**config.mk**
```make
export PLATFORM = sky130hd
export DESIGN_NAME = gate_selftest_sequencer
export DESIGN_NICKNAME = d
export VERILOG_FILES = /design/src/rtl/gate_selftest_sequencer_pkg.sv /design/src/rtl/gate_selftest_sequencer_golden_ref.sv /design/src/rtl/gate_selftest_sequencer.sv
export SDC_FILE = /design/constraint.sdc
export NUM_CORES = 1
export LEC_CHECK = 0
export BUFFER_PORTS_ARGS = -buffer_cell sky130_fd_sc_hd__clkbuf_2
export CORE_AREA = 2 2 68 57
export DETAILED_ROUTE_END_ITERATION = 10
export DIE_AREA = 0 0 70 59
export PLACE_DENSITY = 0.68
export SYNTH_ARGS = -nofsm -noshare
export SYNTH_HDL_FRONTEND = slang
export SYNTH_HIERARCHICAL = 1
export SYNTH_SLANG_ARGS = --single-unit
```
**constraint.sdc**
```tcl
create_clock -name clk -period 2.55 [get_ports clk]
set_input_delay 0.51 -clock clk [delete_from_list [all_inputs] [get_ports clk]]
set_output_delay 0.51 -clock clk [all_outputs]
set_load 0.005 [all_outputs]
```
**src/rtl/gate_selftest_sequencer_pkg.sv**
```systemverilog
// -----------------------------------------------------------------------------
// gate_selftest_sequencer_pkg
// Shared definitions for the single-gate self-test controller and its golden
// reference model. It contains the gate type codes, the FSM state encoding,
// the last-vector indices, and a helper that reports whether a gate code is
// legal.
// -----------------------------------------------------------------------------
package gate_selftest_sequencer_pkg;

  // Gate type codes, as presented on gate_sel. Codes 6 and 7 are illegal.
  localparam logic [2:0] GATE_NOT  = 3'd0;
  localparam logic [2:0] GATE_AND  = 3'd1;
  localparam logic [2:0] GATE_OR   = 3'd2;
  localparam logic [2:0] GATE_NAND = 3'd3;
  localparam logic [2:0] GATE_NOR  = 3'd4;
  localparam logic [2:0] GATE_XOR  = 3'd5;

  // Index of the final vector in a run. NOT has 2 vectors; the others have 4.
  localparam logic [1:0] LAST_VEC_NOT = 2'd1;
  localparam logic [1:0] LAST_VEC_2IN = 2'd3;

  typedef enum logic [2:0] {
    ST_IDLE   = 3'd0,
    ST_APPLY  = 3'd1,
    ST_SETTLE = 3'd2,
    ST_CHECK  = 3'd3,
    ST_DONE   = 3'd4
  } state_e;

  function automatic logic is_legal_sel(input logic [2:0] sel);
    return (sel <= GATE_XOR);
  endfunction

endpackage

```
**src/rtl/gate_selftest_sequencer_golden_ref.sv**
```systemverilog
// -----------------------------------------------------------------------------
// gate_golden_ref
// Purely combinational reference model of the gate library. It returns the
// expected gate output for a gate type and the input pair (a, b). For NOT,
// only a is used. Illegal codes return 0.
//   sel  in  3  gate type code
//   a    in  1  gate input A
//   b    in  1  gate input B
//   y    out 1  expected gate output
// -----------------------------------------------------------------------------
module gate_golden_ref
  import gate_selftest_sequencer_pkg::*;
(
  input  logic [2:0] sel,
  input  logic       a,
  input  logic       b,
  output logic       y
);

  always_comb begin
    y = 1'b0;
    case (sel)
      GATE_NOT:  y = ~a;
      GATE_AND:  y = a & b;
      GATE_OR:   y = a | b;
      GATE_NAND: y = ~(a & b);
      GATE_NOR:  y = ~(a | b);
      GATE_XOR:  y = a ^ b;
      default:   y = 1'b0;
    endcase
  end

endmodule

```
**src/rtl/gate_selftest_sequencer.sv**
```systemverilog
// -----------------------------------------------------------------------------
// gate_selftest_sequencer
// Self-test controller for one external combinational gate. It walks every
// input vector for the selected gate type. For each vector it holds the
// stimulus for SETTLE_CYCLES, then samples dut_out and compares it against
// gate_golden_ref. At the end of the run it reports pass/fail, a saturating
// mismatch count, and the first vector that failed.
//   clk        in   1      rising-edge clock
//   reset      in   1      asynchronous, active-high
//   start      in   1      run request (sampled only in IDLE)
//   gate_sel   in   3      gate type, latched when a run is accepted
//   dut_out    in   1      output of the gate under test
//   stim_a     out  1      gate input A
//   stim_b     out  1      gate input B (held 0 for NOT)
//   busy       out  1      run in progress
//   done       out  1      one-cycle end-of-run pulse
//   pass       out  1      run clean and gate_sel legal; held until next start
//   sel_err    out  1      run aborted on illegal gate_sel; held like pass
//   err_count  out  ERR_W  saturating mismatch count
//   fail_vec   out  2      {a,b} of first mismatch, valid when err_count != 0
//   dbg_state  out  3      current FSM state (state_e encoding)
//
// Handshake: start is a level request. A run is accepted on any rising edge
// where the FSM is in IDLE and start is 1; start is ignored in every other
// state. Each accepted run ends with exactly one done pulse, unless reset
// aborts it. If start stays high, a new run is accepted after a single IDLE
// cycle.
// -----------------------------------------------------------------------------
module gate_selftest_sequencer
  import gate_selftest_sequencer_pkg::*;
#(
  parameter int SETTLE_CYCLES = 2,
  parameter int ERR_W         = 3
) (
  input  logic             clk,
  input  logic             reset,
  input  logic             start,
  input  logic [2:0]       gate_sel,
  input  logic             dut_out,
  output logic             stim_a,
  output logic             stim_b,
  output logic             busy,
  output logic             done,
  output logic             pass,
  output logic             sel_err,
  output logic [ERR_W-1:0] err_count,
  output logic [1:0]       fail_vec,
  output logic [2:0]       dbg_state
);

  localparam logic [ERR_W-1:0] ERR_MAX = {ERR_W{1'b1}};

  state_e           state_q, state_d;
  logic [2:0]       sel_q, sel_d;
  logic [1:0]       idx_q, idx_d;
  logic [3:0]       cnt_q, cnt_d;
  logic             stim_a_q, stim_a_d;
  logic             stim_b_q, stim_b_d;
  logic [ERR_W-1:0] err_q, err_d;
  logic [1:0]       fail_vec_q, fail_vec_d;
  logic             pass_q, pass_d;
  logic             sel_err_q, sel_err_d;

  logic golden_y;
  logic mismatch;
  logic last_vec;

  // The golden model checks the stimulus that is currently driven, so it
  // matches exactly what the gate under test sees during CHECK.
  gate_golden_ref u_golden (
    .sel (sel_q),
    .a   (stim_a_q),
    .b   (stim_b_q),
    .y   (golden_y)
  );

  assign mismatch = (dut_out != golden_y);
  assign last_vec = (sel_q == GATE_NOT) ? (idx_q == LAST_VEC_NOT)
                                        : (idx_q == LAST_VEC_2IN);

  always_comb begin
    state_d    = state_q;
    sel_d      = sel_q;
    idx_d      = idx_q;
    cnt_d      = cnt_q;
    stim_a_d   = stim_a_q;
    stim_b_d   = stim_b_q;
    err_d      = err_q;
    fail_vec_d = fail_vec_q;
    pass_d     = pass_q;
    sel_err_d  = sel_err_q;

    case (state_q)
      ST_IDLE: begin
        stim_a_d = 1'b0;
        stim_b_d = 1'b0;
        if (start) begin
          sel_d      = gate_sel;
          idx_d      = 2'd0;
          err_d      = '0;
          fail_vec_d = 2'b00;
          pass_d     = 1'b0;
          sel_err_d  = 1'b0;
          if (is_legal_sel(gate_sel)) begin
            state_d = ST_APPLY;
          end else begin
            // Abort straight to DONE. The verdict is ready when done rises.
            sel_err_d = 1'b1;
            state_d   = ST_DONE;
          end
        end
      end

      ST_APPLY: begin
        // The stimulus is registered, so the new vector appears on the
        // edge that leaves APPLY.
        if (sel_q == GATE_NOT) begin
          stim_a_d = idx_q[0];
          stim_b_d = 1'b0;
        end else begin
          stim_a_d = idx_q[1];
          stim_b_d = idx_q[0];
        end
        cnt_d   = 4'(SETTLE_CYCLES);
        state_d = ST_SETTLE;
      end

      ST_SETTLE: begin
        cnt_d = cnt_q - 4'd1;
        if (cnt_q <= 4'd1) begin
          state_d = ST_CHECK;
        end
      end

      ST_CHECK: begin
        if (mismatch) begin
          if (err_q != ERR_MAX) begin
            err_d = err_q + ERR_W'(1);
          end
          if (err_q == '0) begin
            fail_vec_d = {stim_a_q, stim_b_q};
          end
        end
        if (last_vec) begin
          // err_q does not yet include this vector, so the last compare
          // is folded in here.
          pass_d   = (err_q == '0) && !mismatch;
          stim_a_d = 1'b0;
          stim_b_d = 1'b0;
          state_d  = ST_DONE;
        end else begin
          idx_d   = idx_q + 2'd1;
          state_d = ST_APPLY;
        end
      end

      ST_DONE: begin
        state_d = ST_IDLE;
      end

      default: begin
        state_d = ST_IDLE;
      end
    endcase
  end

  always_ff @(posedge clk or posedge reset) begin
    if (reset) begin
      state_q    <= ST_IDLE;
      sel_q      <= 3'd0;
      idx_q      <= 2'd0;
      cnt_q      <= 4'd0;
      stim_a_q   <= 1'b0;
      stim_b_q   <= 1'b0;
      err_q      <= '0;
      fail_vec_q <= 2'b00;
      pass_q     <= 1'b0;
      sel_err_q  <= 1'b0;
    end else begin
      state_q    <= state_d;
      sel_q      <= sel_d;
      idx_q      <= idx_d;
      cnt_q      <= cnt_d;
      stim_a_q   <= stim_a_d;
      stim_b_q   <= stim_b_d;
      err_q      <= err_d;
      fail_vec_q <= fail_vec_d;
      pass_q     <= pass_d;
      sel_err_q  <= sel_err_d;
    end
  end

  assign stim_a    = stim_a_q;
  assign stim_b    = stim_b_q;
  assign busy      = (state_q == ST_APPLY) || (state_q == ST_SETTLE) ||
                     (state_q == ST_CHECK);
  assign done      = (state_q == ST_DONE);
  assign pass      = pass_q;
  assign sel_err   = sel_err_q;
  assign err_count = err_q;
  assign fail_vec  = fail_vec_q;
  assign dbg_state = state_q;

endmodule
```
Word-level counts from Yosys, hierarchy flattened:

Cells that the tools add are included.

* input port bits: 7
* output and inout bits: 14
* word-level logic and storage cells: 85
* bits in registers: 21

* add/subtract/negate cells: 3
* order comparisons: 2
* muxes and demuxes: 27
* bitwise gates (word level): 6
* equal/unequal tests: 20
* reductions and logical operators: 17

Operator list (number)
* 2-to-1 mux 3 bit: 7
* != test 2 bit, second input constant: 7
* equality test 3 x 2 -> 1 bit, second input constant: 4
* one-hot mux 3 bit (4 select lines): 1
* equality test 3 bit, second input constant: 3
* zero test 3 bit: 3
* 2-to-1 mux 2 bit: 4
* one-hot mux 2 bit (2 select lines): 2
* one-hot mux 4 bit (2 select lines): 1
* AND reduction 4 bit: 2
* 2-to-1 mux 1 bit: 7
* equality test 3 x 1 -> 1 bit, second input constant: 2
* one-hot mux 1 bit (3 select lines): 2
* one-hot mux 1 bit (6 select lines): 1
* one-hot mux 3 bit (2 select lines): 1
* AND reduction 2 bit: 3
* AND reduction 3 bit: 2
* less-or-equal comparator 4 x 1 -> 1 bit, second input constant: 1
* nonzero test 2 bit: 2
* subtractor 4 x 1 -> 4 bit, second input constant: 1
* adder 3 x 1 -> 3 bit, second input constant: 1
* less-or-equal comparator 3 bit, second input constant: 1
* != test 3 bit, second input constant: 1
* inverter 1 bit: 3
* other kinds (12): 13

Depth between registers and ports, before layout:

Gate-level depths: netlist (run 1).

* word-level depth: 8
* gate-level depth with buffers: 9
* depth with buffers taken out: 8

By module:

Netlist (run 1), hierarchy kept.

Modules (own cells, without submodules)
* gate_selftest_sequencer: instances 1, cells an instance 126, seq. area each 525.5 µm², area each 1222.4 µm²
* gate_golden_ref: instances 1, cells an instance 10, seq. area each 0.0 µm², area each 90.1 µm²

Least setup slack after synthesis (run 1):

Ideal clock, no wire load.

* kind: register -> register
* start point: reg stim_a_q, in the netlist stim_a
* end point: reg fail_vec_q[0], in the netlist fail_vec[0]
* data arrival time: 1.906 ns
* library setup time: 0.079 ns
* setup slack: 0.564 ns
* period minus slack after synthesis: 1.986 ns
* stages on the path, launching flop included: 9
* data required time: 2.471 ns
* path buffers: 0
* path through: dfrtp_1 -> inv_1 -> ha_1 -> mux2i_1 -> o221ai_2 -> o21a_1 -> xnor2_1 -> nor4b_1 -> mux2i_1

* longest elaborated chain between the ends: 6
* elaborated cells between the ends (all ways): 10
* those cells by class: eq/ne (2); mux (1); bitwise (6); reduce/logical (1)

Ends and longest elaborated chain
* from (decl): line gate_selftest_sequencer.sv:57 `logic stim_a_q, stim_a_d;`
* from (signal assigned): line gate_selftest_sequencer.sv:184 `stim_a_q <= stim_a_d;`
* OR 1 bit / AND 1 bit (equally long branches)
* inverter 1 bit (on tied branches): line gate_selftest_sequencer_golden_ref.sv:27, gate_selftest_sequencer_golden_ref.sv:26
* one-hot mux 1 bit (6 select lines) *: line gate_selftest_sequencer_golden_ref.sv:22 `case (sel)`
* net golden_y: line gate_selftest_sequencer.sv:64 `logic golden_y;`
* != test 1 bit *: line gate_selftest_sequencer.sv:77 `assign mismatch = (dut_out != golden_y);`
* != test 2 bit (no source line) *
* AND reduction 4 bit (no source line) *
* to (signal assigned): line gate_selftest_sequencer.sv:187 `fail_vec_q <= fail_vec_d;`
* to (decl): line gate_selftest_sequencer.sv:60 `logic [1:0] fail_vec_q, fail_vec_d;`

Mark *: on every way through the listed nets, which the timed path passes. The rest lies on a longest branch.
A chain may end at the register's enable or synchronous reset.

Worst setup path in the final report (run 1):

Ends and elaborated chain as after synthesis.

==> impl_metrics.tcl, run 1 <==
set metrics [dict create \
    rsz0062_at_grt "false" \
    syn_inst 136 \
    final_util 0.438 \
    synth_top_cell_area_share 0.400 \
    drc 0 \
    synthTopCellsByArea "dfrtp_1, ha_1, mux2i_1, inv_1, nor4b_1" \
    post-synth-top-count-cell "dfrtp_1" \
    die_w_um 70 \
    ios 21 \
    die_h_um 59 \
    vias_per_cell 5.58 \
    clk_pin_slew_worst_paths_ns 0.08 \
    max_stage_delay_ns 0.49 \
    setup_viol 0 \
    criticalPathCategory "reg -> reg" \
    n_antenna_cell 0 \
    dp.final_hpwl_um 2080 \
    worstPathCellList "inv_1, ha_1, mux2i_1, o221ai_2, o21a_1, xnor2_1, nor4b_1, mux2i_1" \
    postPlaceCellArea_um2 1430 \
    ir_drop_v 0.000506 \
    critPathMaxFanout 5 \
    drv_slew 0 \
    cpMostUsedCell "mux2i_1" \
    synth_common_cells "dfrtp_1, inv_1, nand2_1" \
    tns_ns 0 \
    nets 168 \
    grt_pass1_vias 1059 \
    syn_avg_cell_area_um2 9.65 \
    cts-resized-gates 0 \
    synthFlopType "dfrtp_1" \
    start_util 0.389 \
    cts_hold_buffers 0 \
    fin_area_um2 1480 \
    rows 19 \
    wl_um 2900 \
    power.density_nw_per_um2 1170 \
    synth-seq-cells 21 \
    clk_latency_ns 0.26 \
    worst_slack_ns 0.399 \
    grt_max_degree 22 \
    power.leakage_nw 0.686 \
    place.port_buffers 20 \
    clockBufferDepth 2 \
    status "complete, no violations" \
    yosysWarnings 6 \
    antenna_found_initial 0 \
    hp-class "in -> async" \
    syn_nets 150 \
    cts_tree "built" \
    grt_pass1_wl_um 4920 \
    wl_per_cell_um 14.9 \
    ys_types 45 \
    n_fill_cell 325 \
    synth_edf_count 0 \
    cp_slowest_cell "nor4b_1" \
    cp-start-kind "register" \
    hold_viol 0 \
    dp_slack_ns 0.376 \
    vias 1089 \
    relSlewSlack 0.453 \
    end_kind "register" \
    critPathRequiredTime_ns 2.73 \
    timing.final.crit_share 0.843 \
    synth_seq_area_share 0.400 \
    gp_congestion 0.839 \
    cts_setup_buffers 0 \
    async_reset_ff_frac 1.00 \
    skew_ns 0.00429 \
    fmax_ghz 0.465 \
    layout-drive-gt1-share 0.203 \
    crit_arrival_ns 2.33 \
    die-area_um2 4130 \
    yosys.area.top_type "dfrtp_1" \
    root_buffer "clkbuf_8" \
    drt_iter0_drc 99 \
    area_growth_pct 12.6 \
    core_area_um2 3380 \
    final_cells 195 \
    dr.pass1.iters 4 \
    numCtsBuffers 3 \
    htreeDepth 1 \
    grt-ovfl-total 0 \
    ant_nets 0 \
    clkSinkCount 21 \
    dp_cells 191 \
    worstMarginPinSlew_ns 0.820 \
    netlist_area_um2 1310 \
    gr-usage-all-layers 0.152 \
    cap_violations 0 \
    fin_crit_ns 2.15 \
]
## power breakdown
group / total (mW) / internal, mW / switching [mW]
logic: 0.847 / 0.408 / 0.439
clock network: 0.219 / 0.111 / 0.108
registers: 0.668 / 0.463 / 0.205
total: 1.73 / 0.982 / 0.752
## per-stage QoR
stage               total power [mW]  hold WS [ns]
global placement                1.47         0.472
detailed placement              1.51         0.478
floorplan                       1.29         0.470
CTS                             1.74         0.400
finish                          1.73         0.382
global route                    1.89         0.440
## worst max-delay path, delay by kind of cell, from the launching register on
kind,cells,cell delay [ns]
AO/OA/AOI/OAI,2,0.24
XOR/XNOR,1,0.15
flip-flops,1,0.41
adder cells (fa/ha/maj),1,0.29
AND/OR/NAND/NOR,1,0.49
multiplexers,2,0.42
buffers and inverters,1,0.09
## sequential cells by signal, indices dropped and copies added (netlist names)
signal	cells
cnt_q	4
dbg_state	3
err_count	3
fail_vec	2
idx_q	2
pass	1
sel_err	1
sel_q	3
stim_a	1
stim_b	1
## cells by family (layout without fill, tap and decap cells)
family / count (synthesis) / in the layout / share of synthesized area
AO/OA/AOI/OAI: 35 / 35 / 0.192
XOR/XNOR: 2 / 2 / 0.0133
adder cells (fa/ha/maj): 7 / 7 / 0.0667
buffers and inverters: 23 / 40 / 0.0791
flip-flops: 21 / 21 / 0.400
multiplexers: 10 / 10 / 0.0791
AND/OR/NAND/NOR: 38 / 38 / 0.170
## area by class of cell
class	count	area, µm²	share of cell area
inverter	13	48.8	0.0330
tap	42	52.6	0.0356
multi-input combinational	92	683	0.462
timing repair buffer	23	123	0.0830
sequential	21	526	0.356
clock buffer	4	45.0	0.0305
## routing by layer
layer | GRT usage | vias to the layer above | share of wire
met2 | 0.241 | 30 | 0.46
met1 | 0.206 | 522 | 0.48
met5 | 0 | - | 0
met4 | 0.0549 | 0 | 0.011
met3 | 0.0374 | 4 | 0.046
li1 | - | 533 | -
## cells in the final DEF, fill, tap and decap left out, drive strengths merged, types with 2 or more instances in the layout
master  count
a211oi      3
a21oi       6
a31oi       2
buf         3
clkbuf     24
dfrtp      21
ha          7
inv        13
mux2        3
mux2i       7
nand2       8
nand2b      2
nor2        6
nor3        4
nor3b       3
nor4b       4
o211ai      3
o21ai       6
o221ai      2
o31a        2
or3         2
xnor2       2
## final timing paths
path	slack, ns	end	cells after the start	start
max	0.40	fail_vec[0]$_DFFE_PP0P_	8	stim_a$_DFFE_PP0P_
min	0.38	fail_vec[1]$_DFFE_PP0P_	2	reset
max reg2reg	0.40	fail_vec[0]$_DFFE_PP0P_	8	stim_a$_DFFE_PP0P_
min reg2reg	0.50	sel_err$_DFFE_PP0P_	2	sel_err$_DFFE_PP0P_
max in group asynchronous	1.66	cnt_q[0]$_DFFE_PP0P_	2	reset
min in group clk	0.48	sel_q[0]$_DFFE_PP0P_	2	gate_sel[0]
Power figures use the tool's default switching activity.
==> run 2: changes to the inputs <==
==> constraint.sdc (replaced) <==
create_clock -name clk -period 2.2 [get_ports clk]
set_input_delay 0.44 -clock clk [delete_from_list [all_inputs] [get_ports clk]]
set_output_delay 0.44 -clock clk [all_outputs]
set_load 0.005 [all_outputs]
==> impl_metrics.tcl, run 2 (synthesis gave the netlist of run 1 again) <==
set metrics [dict create \
    hp-class "in -> async" \
    die_h_um 59 \
    multiInputGateArea_um2 693 \
    clk_latency_ns 0.26 \
    cts_hold_buffers 0 \
    drt_iter0_drc 140 \
    grt_pass1_vias 1050 \
    ir_drop_v 0.000443 \
    wl_per_cell_um 14.3 \
    rows 19 \
    layout-drive-gt1-share 0.237 \
    numCtsBuffers 3 \
    worstMarginPinSlew_ns 0.801 \
    place.port_buffers 20 \
    regMostFlops "cnt_q" \
    cp-start-kind "register" \
    gp_congestion 0.827 \
    final_util 0.448 \
    grt_max_degree 22 \
    grt_pass1_wl_um 4880 \
    wl_um 2840 \
    ios 21 \
    grt-ovfl-total 0 \
    timing.final.crit_share 0.925 \
    setup_viol 0 \
    worst_slack_ns 0.166 \
    start_util 0.389 \
    die_w_um 70 \
    skew_ns 0.00172 \
    die-area_um2 4130 \
    root_buffer "clkbuf_8" \
    core_area_um2 3380 \
    n_antenna_cell 0 \
    end_kind "register" \
    criticalPathCategory "reg -> reg" \
    relSlewSlack 0.465 \
    critPathMaxFanout 5 \
    fin_crit_ns 2.03 \
    rsz0062_at_grt "false" \
    cts_tree "built" \
    final_cells 198 \
    fmax_ghz 0.492 \
    largest_reg_flops 4 \
    area_growth_pct 15.2 \
    htreeDepth 1 \
    ant_nets 0 \
    status "complete, no violations" \
    antenna_found_initial 0 \
    cap_violations 0 \
    clockBufferDepth 2 \
    n_fill_cell 320 \
    critPathRequiredTime_ns 2.34 \
    gr-usage-all-layers 0.150 \
    final_cell_mix "dfrtp_1, clkbuf_2, inv_1" \
    crit_arrival_ns 2.17 \
    dp.final_hpwl_um 2040 \
    vias_per_cell 5.75 \
    ff_latch_area_um2 527 \
    dp_slack_ns 0.119 \
    hold_viol 0 \
    clkSinkCount 21 \
    clk_pin_slew_worst_paths_ns 0.07 \
    power.density_nw_per_um2 1350 \
    dp_cells 192 \
    power.leakage_nw 0.700 \
    drv_slew 0 \
    dr.pass1.iters 4 \
    power_mw 2.04 \
    vias 1138 \
    drc 0 \
    tns_ns 0 \
    nets 171 \
]
## run 2: changes by cell type in the layout (fill, tap and decap cells not counted), sizes merged
cell	change
buf	+3
## run 2: critical path, cell delays in order (launching register included)
cell and delay (ns):
dfrtp_1 0.42, buf_4 0.15, ha_1 0.22, mux2i_2 0.19, o221ai_2 0.11, o21a_1 0.13, xnor2_1 0.16, or3_1 0.40
mux2i_1 0.15
## run 2: worst paths after layout
kind | startpoint | to | slack, ns | depth (start not counted)
max | stim_a$_DFFE_PP0P_ | err_count[0]$_DFFE_PP0P_ | 0.17 | 8
min | reset | fail_vec[1]$_DFFE_PP0P_ | 0.30 | 2
max reg2reg | stim_a$_DFFE_PP0P_ | err_count[0]$_DFFE_PP0P_ | 0.17 | 8
min reg2reg | sel_err$_DFFE_PP0P_ | sel_err$_DFFE_PP0P_ | 0.49 | 2
max in group asynchronous | reset | stim_b$_DFFE_PP0P_ | 1.35 | 2
min in group clk | gate_sel[0] | sel_q[0]$_DFFE_PP0P_ | 0.41 | 2
## run 2: stage by stage
step / area [µm²] / hold slack [ns]
6_report: 1510 / 0.303
5_1_grt: 1510 / 0.387
4_1_cts: 1490 / 0.347
3_5_place_dp: 1440 / 0.484
3_3_place_gp: 1440 / 0.471
2_1_floorplan: 1310 / 0.417
## run 2: what timing repair did
action / 4_1_cts / 5_1_grt
buffers inserted: 0 / 2
resized for setup: 0 / 3
setup endpoints to repair: 0 / 2
## run 2: cell type report
class                   count  area share
well taps                  42      0.0348
repair buffers             26      0.0960
flip-flops and latches     21       0.349
clock buffers               4      0.0298
multi-input cells          92       0.459
inverters                  13      0.0323
## run 2: metal layers
metal / GRT usage / routed length [µm]
met2: 0.250 / 1330
met3: 0.0459 / 243
met4: 0.0330 / 11
met5: 0 / 0
met1: 0.195 / 1250
## run 2: report_power, final
group	switching, mW	internal [mW]
clock network	0.121	0.129
registers	0.217	0.538
logic	0.537	0.495
total	0.875	1.16
